--- src/rtl/reduce_gate_pkg.sv ---
// Shared encodings for the reduce_gate block: reduction op codes and FSM states.
package reduce_gate_pkg;

  localparam logic [1:0] OP_OR  = 2'b00;
  localparam logic [1:0] OP_AND = 2'b01;
  localparam logic [1:0] OP_XOR = 2'b10;
  localparam logic [1:0] OP_NOR = 2'b11;

  localparam int unsigned HOLD_W = 8;

  typedef enum logic [1:0] {
    ST_IDLE   = 2'd0,
    ST_ACTIVE = 2'd1,
    ST_HOLD   = 2'd2
  } state_t;

endpackage

--- src/rtl/reduce_gate_core.sv ---
// Combinational masked reduction; masked-off channels contribute the op's identity element.
module reduce_gate_core
  import reduce_gate_pkg::*;
#(
  parameter int unsigned N_IN = 4
) (
  input  logic [N_IN-1:0] in_vec,
  input  logic [N_IN-1:0] in_mask,
  input  logic [1:0]      op_sel,
  output logic            reduced
);

  logic [N_IN-1:0] vec_or_id;
  logic [N_IN-1:0] vec_and_id;

  assign vec_or_id  = in_vec & in_mask;
  assign vec_and_id = in_vec | ~in_mask;

  always_comb begin
    reduced = 1'b0;
    case (op_sel)
      OP_OR:   reduced = |vec_or_id;
      OP_AND:  reduced = &vec_and_id;
      OP_XOR:  reduced = ^vec_or_id;
      OP_NOR:  reduced = ~|vec_or_id;
      default: reduced = 1'b0;
    endcase
  end

endmodule

--- src/rtl/reduce_gate_n.sv ---
// Reduction gate with pulse stretch, rise detection and saturating event count.
// Optional per-channel sticky activity flags enabled by macro REDUCE_GATE_STICKY_EN.
module reduce_gate_n
  import reduce_gate_pkg::*;
#(
  parameter int unsigned N_IN        = 4,
  parameter int unsigned HOLD_CYCLES = 0,
  parameter int unsigned CNT_W       = 8
) (
  input  logic             clk,
  input  logic             reset,
  input  logic [N_IN-1:0]  in_vec,
  input  logic [N_IN-1:0]  in_mask,
  input  logic [1:0]       op_sel,
  input  logic [N_IN-1:0]  sticky_clr,
  output logic             output1,
  output logic             rise_pulse,
  output logic [CNT_W-1:0] event_cnt,
  output logic [N_IN-1:0]  sticky_q
);

  // Guarded so HOLD_CYCLES=0 never evaluates a negative load value.
  localparam logic [HOLD_W-1:0] HOLD_LOAD =
    (HOLD_CYCLES > 0) ? HOLD_W'(HOLD_CYCLES - 1) : '0;

  logic              reduced;
  state_t            state, state_d;
  logic [HOLD_W-1:0] hold_cnt, hold_cnt_d;
  logic              rise_d;

  reduce_gate_core #(.N_IN(N_IN)) u_core (
    .in_vec  (in_vec),
    .in_mask (in_mask),
    .op_sel  (op_sel),
    .reduced (reduced)
  );

  always_comb begin
    state_d    = state;
    hold_cnt_d = hold_cnt;
    case (state)
      ST_IDLE: begin
        if (reduced) state_d = ST_ACTIVE;
      end
      ST_ACTIVE: begin
        if (!reduced) begin
          if (HOLD_CYCLES > 0) begin
            state_d    = ST_HOLD;
            hold_cnt_d = HOLD_LOAD;
          end else begin
            state_d = ST_IDLE;
          end
        end
      end
      ST_HOLD: begin
        if (reduced)              state_d    = ST_ACTIVE;
        else if (hold_cnt == '0)  state_d    = ST_IDLE;
        else                      hold_cnt_d = hold_cnt - 1'b1;
      end
      default: state_d = ST_IDLE;
    endcase
  end

  // Only a fresh IDLE->ACTIVE entry counts as a rise; HOLD->ACTIVE keeps output1 high.
  assign rise_d = (state == ST_IDLE) && (state_d == ST_ACTIVE);

  always_ff @(posedge clk) begin
    if (reset) begin
      state      <= ST_IDLE;
      hold_cnt   <= '0;
      output1    <= 1'b0;
      rise_pulse <= 1'b0;
      event_cnt  <= '0;
    end else begin
      state      <= state_d;
      hold_cnt   <= hold_cnt_d;
      output1    <= (state_d != ST_IDLE);
      rise_pulse <= rise_d;
      if (rise_d && (event_cnt != '1)) event_cnt <= event_cnt + 1'b1;
    end
  end

`ifdef REDUCE_GATE_STICKY_EN
  // Set term is OR'd after the clear so a coincident set wins.
  always_ff @(posedge clk) begin
    if (reset) sticky_q <= '0;
    else       sticky_q <= (sticky_q & ~sticky_clr) | (in_vec & in_mask);
  end
`else
  logic unused_sticky_clr;
  assign unused_sticky_clr = ^sticky_clr;
  assign sticky_q          = '0;
`endif

endmodule

--- config.mk ---
export PLATFORM = sky130hd
export DESIGN_NAME = reduce_gate_n
export DESIGN_NICKNAME = d
export VERILOG_FILES = /design/src/rtl/reduce_gate_pkg.sv /design/src/rtl/reduce_gate_core.sv /design/src/rtl/reduce_gate_n.sv
export SDC_FILE = /design/constraint.sdc
export NUM_CORES = 1
export LEC_CHECK = 0
export BUFFER_PORTS_ARGS = -buffer_cell sky130_fd_sc_hd__buf_4
export CAP_MARGIN = 20
export CORE_MARGIN = 2
export CORE_UTILIZATION = 28
export DETAILED_ROUTE_END_ITERATION = 6
export PLACE_DENSITY = 0.53
export SKIP_LAST_GASP = 1
export SLEW_MARGIN = 20
export SYNTH_ARGS = -nofsm -noshare
export SYNTH_HDL_FRONTEND = slang
export SYNTH_SLANG_ARGS = --single-unit
--- constraint.sdc ---
create_clock -name clk -period 4.9 [get_ports clk]
set_clock_uncertainty 0.15 [all_clocks]
set_input_delay 0.735 -clock clk [delete_from_list [all_inputs] [get_ports clk]]
set_output_delay 0.735 -clock clk [all_outputs]
set_load 0.05 [all_outputs]
==> summary.md, run 1 <==
| Metric | Value |
|---|---|
| Drc violations | 0 |
| Layout cells sized above 1 | 22.60% |
| Post-CTS setup buffers | 0 |
| DRT Pass-1 Iters | 4 |
| Antenna violations before repair | 0 |
| Setup ws final | 2303 ps |
| Worst Max-Slew Pin Slew | 570.4 ps |
| Total number of vias | 952 |
| Largest net degree at the start of global routing | 22 |
| Power Total | 414.1 uW |
| Crit. End Element | flop |
| First-pass GRT wire length | 3801 um |
| Die Wd | 66.17 um |
| Placed Instance Area | 0.001269 sq mm |
| Final Slew Violations | 0 |
| Final #Nets | 168 |
| Post-CTS Hold Buffers | 0 |
| Area grow syn2layout | 23.82% |
| Setup-failing EPs final | 0 |
| Post-cts sizing count | 0 |
| Io pins | 30 |
| WS Path Type | primary input to flop |
| Vias in the first global route | 901 |
| Starting density of the core | 29.34% |
| Total track usage | 11.01% |
| Max Cap Viol | 0 |
| Clk root buf | clkbuf_8 |
| CP Data Arrival Time | 2600 ps |
| Tmin final | 2597 ps |
| Startpoint types | primary input |
| Die area | 0.004378 sq mm |
| Max Freq | 385.0 MHz |
| DP Wirelength | 1615 um |
| CP Cell Sequence | buf_4 -> nand2_1 -> ha_1 -> xnor2_1 -> nand3b_1 -> o211ai_2 -> nand3_1 -> o31a_1 -> o21ba_2 |
| Slowest stage delay, CP | 390 ps |
| Hold_ws | 350.2 ps |
| Most common cell after layout, fill and taps aside | buf_4 |
| Vias per Instance | 4.907 |
| Grt total ovfl | 0 |
| Rel. slew slack | 61.63% |
| DR WL/cell | 11.22 um |
| Cells after Synth | 125 |
| CTS tree | done |
| Pre-CTS WS | 2027 ps |
| Post-synth top area share | 36.99% |
| # port buffers | 21 |
| Core area | 0.003689 sq mm |
| Post-synth top area cell | dfxtp_1 |
| # clock sinks | 20 |
| Placer Congestion | 0.7285 |
| Post-synthesis sequential area ratio | 36.99% |
| Avg Cell Area, Syn | 8.658 sq um |
| CP Data Required Time | 4910 ps |
| Top FF cell, synth | dfxtp_1 |
| Critical Path Fanout Max | 11 |
| Die Y | 66.17 um |
| Cell variety after synth | 39 |
| RSZ-0062 raised after global routing | false |
| Clock-pin slew on the worst setup and hold paths | 70 ps |
| Cell row count | 22 |
| Fin Setup TNS | 0 ps |
| Number of CTS-inserted buffers | 3 |
| Antenna Cells | 0 |
| YS warnings | 0 |
| Status | complete, no violations |
| Design area | 0.001340 sq mm |
| Max IR drop VDD | 0.1326 mV |
| Final Hold Vio Count | 0 |
| Share of flip-flops with an asynchronous set or reset | 0% |
| Worst skew pair latency | 260 ps |
| CP max-delay cell | nand3_1 |
| Pleak | 0.5511 nW |
| Longest Clk Path Bufs | 2 |
| Synthesized flop and latch total | 20 |
| Number of enable flip-flop cells after synthesis | 0 |
| Worst min path class | flop to flop |
| Top post-synthesis cells by area | dfxtp_1 37%, ha_1 5.8%, xnor2_1 5.7%, nor2_1 5.2%, a21oi_1 4.2% |
| Total wire length | 2176 um |
| Post-Synthesis Cell Area | 0.001082 sq mm |
| Pwr Density | 309.0 mW/mm^2 |
| Antenna Nets Post-Route | 0 |
| Period utilisation layout | 53.00% |
| 1st-iter DRT viols | 40 |
| Commonest non-fill, non-tap cells in the layout | 21 x buf_4, 20 x dfxtp_1, 15 x nor2_1, 10 x nand2_1, 9 x a21oi_1 |
| Htree depth | 1 |
[worst paths after layout]
| kind | from | to | slack, ps | cells after the start |
|---|---|---|---|---|
| setup / recovery | in_vec[2] | hold_cnt[5]$_SDFFE_PP0P_ | 2300 | 9 |
| hold reg to reg | hold_cnt[7]$_SDFFE_PP0P_ | hold_cnt[7]$_SDFFE_PP0P_ | 350 | 2 |
| setup reg to reg | hold_cnt[0]$_SDFFE_PP0P_ | hold_cnt[5]$_SDFFE_PP0P_ | 2710 | 6 |
| hold / removal | hold_cnt[7]$_SDFFE_PP0P_ | hold_cnt[7]$_SDFFE_PP0P_ | 350 | 2 |
[through the flow]
step	util, %	instances
floorplan	-	128
global placement	34.40	190
detailed placement	34.40	190
CTS	36.33	194
global route	36.33	194
finish	36.33	194
[cell usage after synthesis, drive strengths merged, types with 3 or more instances]
master and count:
a211oi 3, a21oi 9, buf 5, dfxtp 20, ha 5, inv 6, nand2 10, nand3 4
nand4 5, nor2 15, nor4 3, o21ai 3, or3 3, xnor2 7
[per-layer routing]
| metal | routed length, um | track usage [%] |
|---|---|---|
| met4 | 12 | 2.296 |
| met2 | 1084 | 19.88 |
| met1 | 988 | 12.55 |
| met3 | 90 | 3.578 |
| met5 | 0 | 0 |
[sequential cells by signal, summed over array words and instances (netlist names)]
signal / flops
event_cnt: 8
hold_cnt: 8
output1: 1
rise_pulse: 1
state: 2
[critical path, delay by kind of cell]
kind                     cells  cell delay, ps
adder cells (fa/ha/maj)      1             300
buffers and inverters        1              80
XOR/XNOR                     1             160
AND/OR/NAND/NOR              3             540
AO/OA/AOI/OAI                3             780
[layout make-up]
| type | count | area [sq um] |
|---|---|---|
| inverter | 6 | 22.52 |
| fill | 401 | 2349 |
| timing repair buffer | 21 | 157.7 |
| multi-input combinational | 95 | 628.1 |
| tap | 48 | 60.06 |
| clock inverter | 1 | 30.03 |
| sequential | 20 | 400.4 |
| clock buffer | 3 | 41.29 |
[cell families after synthesis]
kind of cell	Yosys count	share of synthesized area [%]
DFF	20	36.99
adders and majority gates	5	5.780
buffers and inverters	13	6.011
and+or+nand+nor	51	24.74
AOI/OAI and AO/OA	25	17.69
other	1	0.3465
xor gates and xnor gates	8	6.474
muxes	2	1.965
[report_power, final]
part | switching (mW) | internal, mW
sequential | 0.00686 | 0.168
clock | 0.0566 | 0.109
combinational | 0.0465 | 0.0271
total | 0.110 | 0.304
Power figures use the tool's default switching activity.
==> run 2: changes to the inputs <==
Clock period 4.9 ns to 2.65 ns, I/O delays scaled along.
==> summary.md, run 2 (synthesized netlist as in run 1, its figures left out) <==
| Metric | Value |
|---|---|
| End of the worst hold path | event_cnt[4]$_SDFFE_PP0P_ |
| Max Cap Viol | 0 |
| Final #Nets | 169 |
| Post-cts sizing count | 0 |
| Regs by FF count | event_cnt (8), hold_cnt (8), state (2) |
| Antenna Nets Post-Route | 0 |
| Vias in the first global route | 881 |
| DR WL/cell | 11.28 um |
| Total track usage | 11.15% |
| Max IR drop VDD | 0.2415 mV |
| Antenna violations before repair | 0 |
| Grt total ovfl | 0 |
| CP Data Required Time | 2650 ps |
| Reg2Reg Setup Slack | 470 ps |
| Clock-pin slew on the worst setup and hold paths | 70 ps |
| Placer Congestion | 0.7212 |
| Final Hold Vio Count | 0 |
| Reg-to-reg endpoint | hold_cnt[5]$_SDFFE_PP0P_ |
| Tmin final | 2183 ps |
| Antenna Cells | 0 |
| Clk root buf | clkbuf_8 |
| Most common cell after layout, fill and taps aside | buf_4 |
| Period utilisation layout | 82.38% |
| Drc violations | 0 |
| Setup-failing EPs final | 0 |
| Area grow syn2layout | 23.01% |
| # port buffers | 21 |
| WS Path Type | flop to flop |
| Rel. slew slack | 63.55% |
| CP Data Arrival Time | 2190 ps |
| Final Slew Violations | 0 |
| Reg2Reg Depth | 6 |
| RR Startpoint | hold_cnt[0]$_SDFFE_PP0P_ |
| Post-CTS Hold Buffers | 0 |
| Total number of vias | 952 |
| Layout cells sized above 1 | 23.13% |
| DP Wirelength | 1637 um |
| Post-CTS setup buffers | 0 |
| Longest Clk Path Bufs | 2 |
| DRT Pass-1 Iters | 4 |
| Power Total | 693.3 uW |
| Vias per Instance | 4.882 |
| # clock sinks | 20 |
| Critical Path Fanout Max | 11 |
| 1st-iter DRT viols | 33 |
| Number of CTS-inserted buffers | 3 |
| Largest net degree at the start of global routing | 22 |
| Startpoint types | flop |
| Worst min path class | primary input to flop |
| Io pins | 30 |
| First-pass GRT wire length | 3829 um |
| Status | complete, no violations |
| Die Wd | 66.17 um |
| RSZ-0062 raised after global routing | false |
| Pwr Density | 520.8 mW/mm^2 |
| Die Y | 66.17 um |
| Total wire length | 2199 um |
| Crit. End Element | flop |
| CTS tree | done |
| Hold_sp | reset |
| Fin Setup TNS | 0 ps |
| Worst skew pair latency | 250 ps |
| Worst hold stages | 2 |
| Commonest non-fill, non-tap cells in the layout | 22 x buf_4, 20 x dfxtp_1, 15 x nor2_1, 10 x nand2_1, 9 x a21oi_1 |
| Cell row count | 22 |
| Starting density of the core | 29.34% |
| Die area | 0.004378 sq mm |
| Core area | 0.003689 sq mm |
| Max Freq | 458.1 MHz |
| Htree depth | 1 |
| Pleak | 0.5490 nW |
| Worst Max-Slew Pin Slew | 541.8 ps |
run 2: report_power, final:
| part | total, mW | switching [mW] | internal, mW |
|---|---|---|---|
| clock | 0.231 | 0.0992 | 0.132 |
| combinational | 0.139 | 0.0863 | 0.0523 |
| sequential | 0.323 | 0.0127 | 0.311 |
run 2: critical path, cell delays in order (launching register included):
cell      delay (ps)
dfxtp_1          430
inv_1            110
ha_1             220
a311oi_2         260
nand3_1          330
o31a_1           370
o21ba_2          210
run 2: per-stage QoR:
step | hold slack [ps] | util (%) | instance area, sq um | std cells | worst slack (ps)
2_1_floorplan | 308.5 | - | 1094 | 128 | 524.2
3_3_place_gp | 324.9 | 34.60 | 1276 | 191 | 358.5
3_5_place_dp | 331.7 | 34.60 | 1276 | 191 | 328.2
4_1_cts | 317.0 | 36.09 | 1331 | 195 | 438.4
5_1_grt | 318.3 | 36.09 | 1331 | 195 | 310.9
6_report | 321.9 | 36.09 | 1331 | 195 | 466.9
run 2: cell type report:
class	instances	area [sq um]
fill	409	2357
clock buffer	4	55.05
inverter	6	22.52
tap	48	60.06
timing repair buffer	22	165.2
multi-input combinational	95	628.1
sequential	20	400.4
run 2: worst max-delay path by stage:
stage | startpoint | end | slack [ps]
floorplan | event_cnt[0]$_SDFFE_PP0P_ | event_cnt[5]$_SDFFE_PP0P_ | 520
global placement | in_vec[2] | hold_cnt[5]$_SDFFE_PP0P_ | 360
detailed placement | in_vec[2] | hold_cnt[5]$_SDFFE_PP0P_ | 330
CTS | hold_cnt[0]$_SDFFE_PP0P_ | hold_cnt[5]$_SDFFE_PP0P_ | 440
global route | hold_cnt[0]$_SDFFE_PP0P_ | hold_cnt[5]$_SDFFE_PP0P_ | 310
finish | hold_cnt[0]$_SDFFE_PP0P_ | hold_cnt[5]$_SDFFE_PP0P_ | 470
run 2: routing by layer:
| layer | share of wire, % | vias up | track usage (%) | routed length [um] |
|---|---|---|---|---|
| met5 | 0 | - | 0 | 0 |
| met4 | 1.1 | 0 | 3.061 | 24 |
| met3 | 4.5 | 4 | 3.918 | 100 |
| met2 | 51 | 12 | 19.50 | 1129 |
| met1 | 43 | 453 | 12.75 | 945 |
| li1 | - | 483 | - | - |
